### src/rtl/shift_quantize.sv
// shift_quantize: two-stage shift/round/saturate quantizer on an AXI-Stream
// style sample path. The shift is latched while the layer is in PREAM.
// S1 applies the shift. S2 saturates to OUT_BITWIDTH and drives the outputs.
module shift_quantize #(
    parameter int DATA_BITWIDTH = 16,
    parameter int OUT_BITWIDTH  = 8
) (
    input  logic                     clk,
    input  logic                     rst,
    input  logic [1:0]               state,
    input  logic [DATA_BITWIDTH-1:0] shift_amount,
    input  logic                     shift_left,
    input  logic [DATA_BITWIDTH-1:0] s_tdata,
    input  logic                     s_tvalid,
    input  logic                     s_tlast,
    output logic                     s_tready,
    output logic [OUT_BITWIDTH-1:0]  m_tdata,
    output logic                     m_tvalid,
    output logic                     m_tlast,
    input  logic                     m_tready,
    output logic [15:0]              sat_count
);

    localparam logic [1:0] ST_PREAM = 2'b00;
    localparam int SHW = $clog2(DATA_BITWIDTH);
    localparam int RW  = 2 * DATA_BITWIDTH;
    localparam logic [DATA_BITWIDTH-1:0] MAX_SH = DATA_BITWIDTH'(DATA_BITWIDTH - 1);
    localparam logic [15:0] SAT_MAX = 16'hFFFF;

    logic [DATA_BITWIDTH-1:0] sh_amt_q, sh_amt_d;
    logic                     sh_left_q, sh_left_d;
    logic [1:0]               prev_state_q, prev_state_d;
    logic                     s1_valid_q, s1_valid_d;
    logic [RW-1:0]            s1_r_q, s1_r_d;
    logic                     s1_last_q, s1_last_d;
    logic [OUT_BITWIDTH-1:0]  m_tdata_q, m_tdata_d;
    logic                     m_tvalid_q, m_tvalid_d;
    logic                     m_tlast_q, m_tlast_d;
    logic                     s2_sat_q, s2_sat_d;
    logic [15:0]              sat_count_q, sat_count_d;

    logic                     stall;
    logic                     in_xfer;
    logic                     out_xfer;
    logic                     pream_entry;
    logic [SHW-1:0]           n_eff;
    logic [DATA_BITWIDTH:0]   half;
    logic [DATA_BITWIDTH:0]   right_sum;
    logic [RW-1:0]            shifted;
    logic                     s1_sat;

    assign stall    = m_tvalid_q & ~m_tready;
    // No accepts during the reset cycle; held samples would be discarded anyway.
    assign s_tready = ~stall & (state != ST_PREAM) & ~rst;
    assign in_xfer  = s_tvalid & s_tready;
    assign out_xfer = m_tvalid_q & m_tready;
    assign pream_entry = (state == ST_PREAM) && (prev_state_q != ST_PREAM);

    assign m_tdata   = m_tdata_q;
    assign m_tvalid  = m_tvalid_q;
    assign m_tlast   = m_tlast_q;
    assign sat_count = sat_count_q;

    // S1 shift datapath: clamp the shift, then left shift or round-half-up right shift.
    always_comb begin
        n_eff     = (sh_amt_q > MAX_SH) ? SHW'(DATA_BITWIDTH - 1) : sh_amt_q[SHW-1:0];
        half      = (DATA_BITWIDTH + 1)'(1) << (n_eff - SHW'(1));
        right_sum = {1'b0, s_tdata} + half;
        shifted   = '0;
        if (sh_left_q) begin
            shifted = RW'(s_tdata) << n_eff;
        end else if (n_eff == '0) begin
            shifted = RW'(s_tdata);
        end else begin
            shifted = RW'(right_sum >> n_eff);
        end
        s1_sat = |s1_r_q[RW-1:OUT_BITWIDTH];
    end

    // Next-state logic for the shift latch, both pipeline stages and the saturation counter.
    always_comb begin
        sh_amt_d     = sh_amt_q;
        sh_left_d    = sh_left_q;
        prev_state_d = state;
        s1_valid_d   = s1_valid_q;
        s1_r_d       = s1_r_q;
        s1_last_d    = s1_last_q;
        m_tdata_d    = m_tdata_q;
        m_tvalid_d   = m_tvalid_q;
        m_tlast_d    = m_tlast_q;
        s2_sat_d     = s2_sat_q;
        sat_count_d  = sat_count_q;

        if (state == ST_PREAM) begin
            sh_amt_d  = shift_amount;
            sh_left_d = shift_left;
        end

        // Both stages move together; an empty S1 pushes a bubble into S2.
        if (!stall) begin
            s1_valid_d = in_xfer;
            s1_r_d     = shifted;
            s1_last_d  = s_tlast;
            m_tvalid_d = s1_valid_q;
            m_tdata_d  = s1_sat ? {OUT_BITWIDTH{1'b1}} : s1_r_q[OUT_BITWIDTH-1:0];
            m_tlast_d  = s1_last_q;
            s2_sat_d   = s1_sat;
        end

        // Clearing on layer start takes priority over a saturating beat in that cycle.
        if (pream_entry) begin
            sat_count_d = '0;
        end else if (out_xfer && s2_sat_q && (sat_count_q != SAT_MAX)) begin
            sat_count_d = sat_count_q + 16'd1;
        end
    end

    // State registers with synchronous reset.
    always_ff @(posedge clk) begin
        if (rst) begin
            sh_amt_q     <= '0;
            sh_left_q    <= 1'b0;
            prev_state_q <= '0;
            s1_valid_q   <= 1'b0;
            s1_r_q       <= '0;
            s1_last_q    <= 1'b0;
            m_tdata_q    <= '0;
            m_tvalid_q   <= 1'b0;
            m_tlast_q    <= 1'b0;
            s2_sat_q     <= 1'b0;
            sat_count_q  <= '0;
        end else begin
            sh_amt_q     <= sh_amt_d;
            sh_left_q    <= sh_left_d;
            prev_state_q <= prev_state_d;
            s1_valid_q   <= s1_valid_d;
            s1_r_q       <= s1_r_d;
            s1_last_q    <= s1_last_d;
            m_tdata_q    <= m_tdata_d;
            m_tvalid_q   <= m_tvalid_d;
            m_tlast_q    <= m_tlast_d;
            s2_sat_q     <= s2_sat_d;
            sat_count_q  <= sat_count_d;
        end
    end

endmodule

### config.mk
export PLATFORM = sky130hd
export DESIGN_NAME = shift_quantize
export DESIGN_NICKNAME = d
export VERILOG_FILES = /design/src/rtl/shift_quantize.sv
export SDC_FILE = /design/constraint.sdc
export NUM_CORES = 1
export LEC_CHECK = 0
export CAP_MARGIN = 10
export CORE_MARGIN = 5
export CORE_UTILIZATION = 40
export DETAILED_ROUTE_END_ITERATION = 6
export GPL_TIMING_DRIVEN = 0
export PLACE_DENSITY_LB_ADDON = 0.3
export SYNTH_ARGS = -nofsm -noshare
export SYNTH_HDL_FRONTEND = slang
export SYNTH_SLANG_ARGS = --single-unit
### constraint.sdc
create_clock -name clk -period 4.05 [get_ports clk]
set_input_delay 0.405 -clock clk [delete_from_list [all_inputs] [get_ports clk]]
set_output_delay 0.405 -clock clk [all_outputs]
set_load 0.1 [all_outputs]
==> results.toml, run 1 <==
[timing]
rsz0062_at_grt = "yes"
fin_tns_setup_ps = -733
drv_slew = 0
setup_viol = 10
relSlewSlack = 0.347
clock_skew_ps = 5.48
worst_pin_slew_ps = 977
fmax_mhz = 237
holdWs_ps = 449
post-route-period-util = 1.04
post-route-min-period_ps = 4210
finalWorstSetupSlack_ps = -163
hold_viol_final = 0

[detailed_routing]
wl_per_cell_um = 22.1
viasPerCell = 6.47
drt_wl_total_um = 25200
final_antenna_net_count = 0
routed-via-count = 7384
drtIter0Drc = 885
drt-pass1-iter-count = 6
drcViolationCount = 0

[synth]
ys_warn_count = 0
synthCells = 827
ys_ff_latch = 79
synth.distinct_cells = 73
synth_async_sr_flop_share = 0
synth.avg_cell_area_um2 = 7.28
synth_edf_count = 0
syn_area_um2 = 6020
yosysSeqAreaShare = 0.263
syn_nets = 885
synth-main-ff-cell = "dfxtp_1"

[die]
initial_core_util = 0.411
die_area_um2 = 17600
row_count = 44
ios = 67
die_w_um = 133
die_h_um = 133
coreArea_um2 = 14600

[min_path]
hp-class = "flip-flop to flip-flop"

[layout]
synthToLayoutAreaGrowth_pct = 43.4
num_antenna_cells = 0
layout-drive-gt1-share = 0.229
fin_nets = 1011
fin_cells = 1142

[clocking]
cts_buffer_depth = 2
clk_pin_slew_ps = 60
htreeDepth = 3
cts_root_buffer = "clkbuf_16"
clkSinkCount = 79
cts_made_buffers = 9
clk_latency_ps = 340
tritoncts = "yes"

[power]
power.net_switching_mw = 1.37
powerDensity_nw_per_um2 = 397
leakagePower_nw = 3.13
clkPwrFrac = 0.271
power_frac_seq = 0.259
intPower_mw = 2.06
ir_drop_mv = 0.248
p_comb_frac = 0.470
total_power_mw = 3.43
swShare = 0.399

[placed_design]
place_inst = 1076
place_ws_ps = -1270
gp_congestion = 1.00
port_buffers = 65
place.detailed.hpwl_um = 17600

[global_route]
grt_pass1_vias = 6635
grt_overflow = 0
grt_use_total = 0.267
grt_pass1_wl_um = 37600
antenna_found_initial = 0
grt_start_max_net_pins = 19

[worst_setup_path]
start_kind = "flip-flop"
cp.required_ps = 4320
cp_slowest_cell = "or4_4"
cp-end-kind = "flip-flop"
crit_family = "compound AO/OA/AOI/OAI gates"
crit_type = "flip-flop to flip-flop"
critPathMaxFanout = 6
worstPathArrival_ps = 4490
max_stage_delay_ps = 630
crit_buf_inv = 6
critical_path.cell_chain = "or4_4, nor4_4, buf_4, nand2_4, buf_6, nor2_4, ha_4, buf_6, buf_4, buf_6, nand2_4, o21ai_1, o21bai_4, o211ai_1, o211ai_1, buf_4, a2111oi_4, a21oi_2, o22ai_1"

[outcome]
status = "finished, violations left"
violations = "negative setup slack"

[job]
cap_violations = 0
logic make-up after synthesis:
logic type | after synthesis | share of synthesized area
adders and majority gates | 18 | 0.0387
DFF | 79 | 0.263
muxes | 40 | 0.0692
AOI/OAI and AO/OA | 255 | 0.281
xor gates and xnor gates | 21 | 0.0305
buffers and inverters | 63 | 0.0424
and+or+nand+nor | 351 | 0.276
registers in the layout (all words and copies together) (netlist names):
name / flops
s1_last_q: 1
m_tlast: 1
s2_sat_q: 1
prev_state_q: 2
s1_r_q: 31
s1_valid_q: 1
m_tdata: 8
sh_left_q: 1
sh_amt_q: 16
m_tvalid: 1
sat_count: 16
worst register-to-register path, cell delays in order, from the launching register on:
cell and delay (ps):
dfxtp_4 350, or4_4 630, nor4_4 380, buf_4 190
nand2_4 80, buf_6 150, nor2_4 90, ha_4 210
buf_6 130, buf_4 140, buf_6 130, nand2_4 80
o21ai_1 100, o21bai_4 220, o211ai_1 210, o211ai_1 210
buf_4 210, a2111oi_4 460, a21oi_2 60, o22ai_1 130
final cells by class:
cell class | instances | area (µm²)
Clock buffer | 13 | 250
Tap cell | 184 | 230
Fill cell | 1325 | 6010
Multi-Input combinational cell | 685 | 5050
Inverter | 11 | 50.0
Sequential cell | 79 | 1590
Timing Repair Buffer | 120 | 1100
Clock inverter | 3 | 90.1
Buffer | 47 | 274
power groups by stage:
stage	Clock, mW	Combinational (mW)	Sequential (mW)
6_report	0.928	1.61	0.887
5_1_grt	0.974	1.68	0.894
4_1_cts	0.945	1.37	0.885
3_5_place_dp	0	1.18	0.899
3_3_place_gp	0	1.19	0.897
2_1_floorplan	0	0.665	1.06
final timing paths:
check        cells after the start    startpoint  slack, ps   endpoint
min                              2       m_tlast        450    m_tlast
max                             19  sh_amt_q[14]       -160  s1_r_q[1]
min reg2reg                      2       m_tlast        450    m_tlast
max reg2reg                     19  sh_amt_q[14]       -160  s1_r_q[1]
what timing repair did:
action	in CTS	in global routing
gates resized for setup	100	124
setup buffers	26	29
hold buffers	0	0
pin swaps	28	58
endpoints found under the setup margin	16	16
synthesized netlist by cell type (11+ instances only):
cell	n	share of area
nand2_1	132	0.082
nor2_1	91	0.057
a21oi_1	79	0.066
dfxtp_1	79	0.26
o21ai_0	42	0.035
mux2i_1	36	0.060
clkbuf_1	35	0.022
nand3_1	30	0.025
nor3_1	26	0.022
a211oi_1	19	0.024
ha_1	17	0.035
nand4_1	17	0.018
a31oi_1	14	0.015
a22oi_1	13	0.016
buf_2	12	0.010
xnor2_1	11	0.016
layer usage:
metal,global-route usage,part of all wire,up-vias
li1,-,-,3350
met1,0.360,0.40,3402
met2,0.402,0.43,502
met3,0.0623,0.11,130
met4,0.130,0.056,0
met5,0,0,-
metrics by stage:
stage          utilization  instance area [µm²]
2_1_floorplan            -                 6030
3_3_place_gp         0.472                 6910
3_5_place_dp         0.472                 6910
4_1_cts              0.537                 7860
5_1_grt              0.589                 8630
6_report             0.589                 8630
layout by cell type, fill, tap and decap left out, types with 6 or more instances in the layout:
cell | Yosys | layout
nand2_1 | 132 | 124
nor2_1 | 91 | 84
dfxtp_1 | 79 | 77
a21oi_1 | 79 | 65
clkdlybuf4s50_1 | 0 | 65
buf_4 | 1 | 48
mux2i_1 | 36 | 35
clkbuf_1 | 35 | 30
o21ai_0 | 42 | 29
nand3_1 | 30 | 29
nor3_1 | 26 | 19
nand4_1 | 17 | 17
buf_6 | 0 | 15
a31oi_1 | 14 | 12
a22oi_1 | 13 | 11
nor4_4 | 2 | 10
a211oi_1 | 19 | 10
o211ai_1 | 10 | 10
xor2_1 | 10 | 10
o21ai_1 | 1 | 9
a21oi_2 | 0 | 9
xnor2_1 | 11 | 9
clkbuf_16 | 0 | 9
o221a_2 | 8 | 8
ha_4 | 0 | 8
inv_1 | 7 | 7
nor2_4 | 0 | 7
o22ai_1 | 9 | 7
a211oi_2 | 2 | 7
nor2b_1 | 7 | 6
o221ai_1 | 7 | 6
ha_1 | 17 | 6
No activity file was read; power rests on OpenSTA's default activity.
==> inputs of run 2 (changes only) <==
--- a/config.mk
+++ b/config.mk
@@ -6,11 +6,13 @@
 export NUM_CORES = 1
 export LEC_CHECK = 0
 export CAP_MARGIN = 10
+export CORE_ASPECT_RATIO = 1.2
 export CORE_MARGIN = 5
 export CORE_UTILIZATION = 40
 export DETAILED_ROUTE_END_ITERATION = 6
 export GPL_TIMING_DRIVEN = 0
 export PLACE_DENSITY_LB_ADDON = 0.3
+export RECOVER_POWER = 25
 export SYNTH_ARGS = -nofsm -noshare
 export SYNTH_HDL_FRONTEND = slang
 export SYNTH_SLANG_ARGS = --single-unit
==> results.toml, run 2 (synthesized netlist as in run 1, its figures left out) <==
[timing]
setup_viol = 13
post-route-min-period_ps = 4210
finalWorstSetupSlack_ps = -160
post-route-period-util = 1.04
drv_slew = 0
fin_tns_setup_ps = -1240
worst_pin_slew_ps = 983
fmax_mhz = 238
hold_viol_final = 0
rsz0062_at_grt = "yes"
clock_skew_ps = 8.30
relSlewSlack = 0.343

[worst_setup_path]
cp.required_ps = 4280
critPathMaxFanout = 6
cp_slowest_cell = "or4_4"
timing.rr.start = "sh_amt_q[14]"
rrSetupSlack_ps = -160
cp-end-kind = "flip-flop"
max_stage_delay_ps = 610
crit_buf_inv = 5
critical_path.cell_chain = "or4_4, buf_6, nor4_4, buf_4, nand2_8, nor3_4, ha_4, buf_4, nand4_1, a21oi_4, buf_4, o21ba_2, or3_4, a31oi_2, a211oi_2, buf_4, a211oi_1, nor2_1"
crit_type = "flip-flop to flip-flop"
start_kind = "flip-flop"
crit_top_cell = "buf_4"
worstPathArrival_ps = 4440
startpoint = "sh_amt_q[14]"
crit_family = "simple AND/OR/NAND/NOR gates"

[clocking]
tritoncts = "yes"
cts_buffer_depth = 2
htreeDepth = 3
cts_made_buffers = 9
cts_hold_buf = 0
clk_pin_slew_ps = 70
clk_latency_ps = 350
clkSinkCount = 79
cts_root_buffer = "clkbuf_16"

[layout]
mostFrequentLayoutCells = "nand2_1, nor2_1, dfxtp_1, a21oi_1, clkdlybuf4s50_1"
num_antenna_cells = 0
regMostFlops = "s1_r_q"
fin_nets = 993
multiInputGateArea_um2 = 4830
fin_cells = 1144
area.sequential_um2 = 1590
layout-drive-gt1-share = 0.201
fin_area_um2 = 8210
synthToLayoutAreaGrowth_pct = 36.4
fill_cells = 1377
final_common_cell = "nand2_1"
largest_reg_flops = 31

[placed_design]
place_ws_ps = -1230
place.detailed.hpwl_um = 17600
gp_congestion = 1.07
place_area_um2 = 6930
port_buffers = 65
place_inst = 1096

[detailed_routing]
drtIter0Drc = 757
dr.max_layer_used = "met4"
final_antenna_net_count = 0
viasPerCell = 6.35
wl_met2_um = 10900
routed-via-count = 7261
dr_wl_met3_um = 2340
met1_length_um = 9160
drt-pass1-iter-count = 5
drcViolationCount = 0
drt_wl_total_um = 24400
wl_per_cell_um = 21.3

[power]
ir_drop_mv = 0.190
leakagePower_nw = 3.02
powerDensity_nw_per_um2 = 392

[job]
cap_violations = 0

[global_route]
grt_use_total = 0.270
grt_pass1_vias = 6802
antenna_found_initial = 0
grt_start_max_net_pins = 19
grt_overflow = 0
grt_pass1_wl_um = 37100

[die]
die_w_um = 122
initial_core_util = 0.404
die_h_um = 144
die_area_um2 = 17600
coreArea_um2 = 14900
row_count = 49
ios = 67

[min_path]
min_from = "s1_valid_q"
hp-class = "flip-flop to flip-flop"

[outcome]
violations = "negative setup slack"
status = "finished, violations left"
==> run 2: final timing paths <==
kind                                   end  cells after the start
worst min register to register  s1_valid_q                      2
worst max-delay path             s1_r_q[9]                     18
worst min-delay path            s1_valid_q                      2
worst max register to register   s1_r_q[9]                     18
==> run 2: what timing repair did <==
item,in CTS,in global routing
endpoints found under the setup margin,16,16
resized for setup,76,89
setup buffers,19,18
gates cloned,0,0
pin swaps,18,34
==> run 2: routing by layer <==
metal	vias up	GRT usage
met2	487	0.436
met1	3321	0.320
met5	-	0
met3	146	0.0681
met4	0	0.168
li1	3307	-
==> run 2: layout make-up <==
cell class	count	area share
plain buffers	47	0.0289
well taps	204	0.0311
clock inverters	7	0.0105
repair buffers	102	0.114
multi-input cells	685	0.589
inverters	11	0.00594
flip-flops and latches	79	0.193
clock buffers	9	0.0274
==> run 2: tightest hold or removal path, stage by stage (launching register included) <==
cell     delay, ps
dfxtp_1        310
nand2_1         50
a21oi_1         50
==> run 2: power breakdown <==
part / switching, mW / internal [mW] / total, mW
combinational: 0.956 / 0.529 / 1.48
sequential: 0.0445 / 0.841 / 0.885
clock: 0.355 / 0.492 / 0.847
==> run 2: per-stage QoR <==
stage | total power, mW | utilization | hold WS [ps]
2_1_floorplan | 1.72 | - | 432
3_3_place_gp | 2.08 | 0.465 | 440
3_5_place_dp | 2.08 | 0.465 | 445
4_1_cts | 3.06 | 0.517 | 455
5_1_grt | 3.34 | 0.551 | 486
6_report | 3.22 | 0.551 | 462
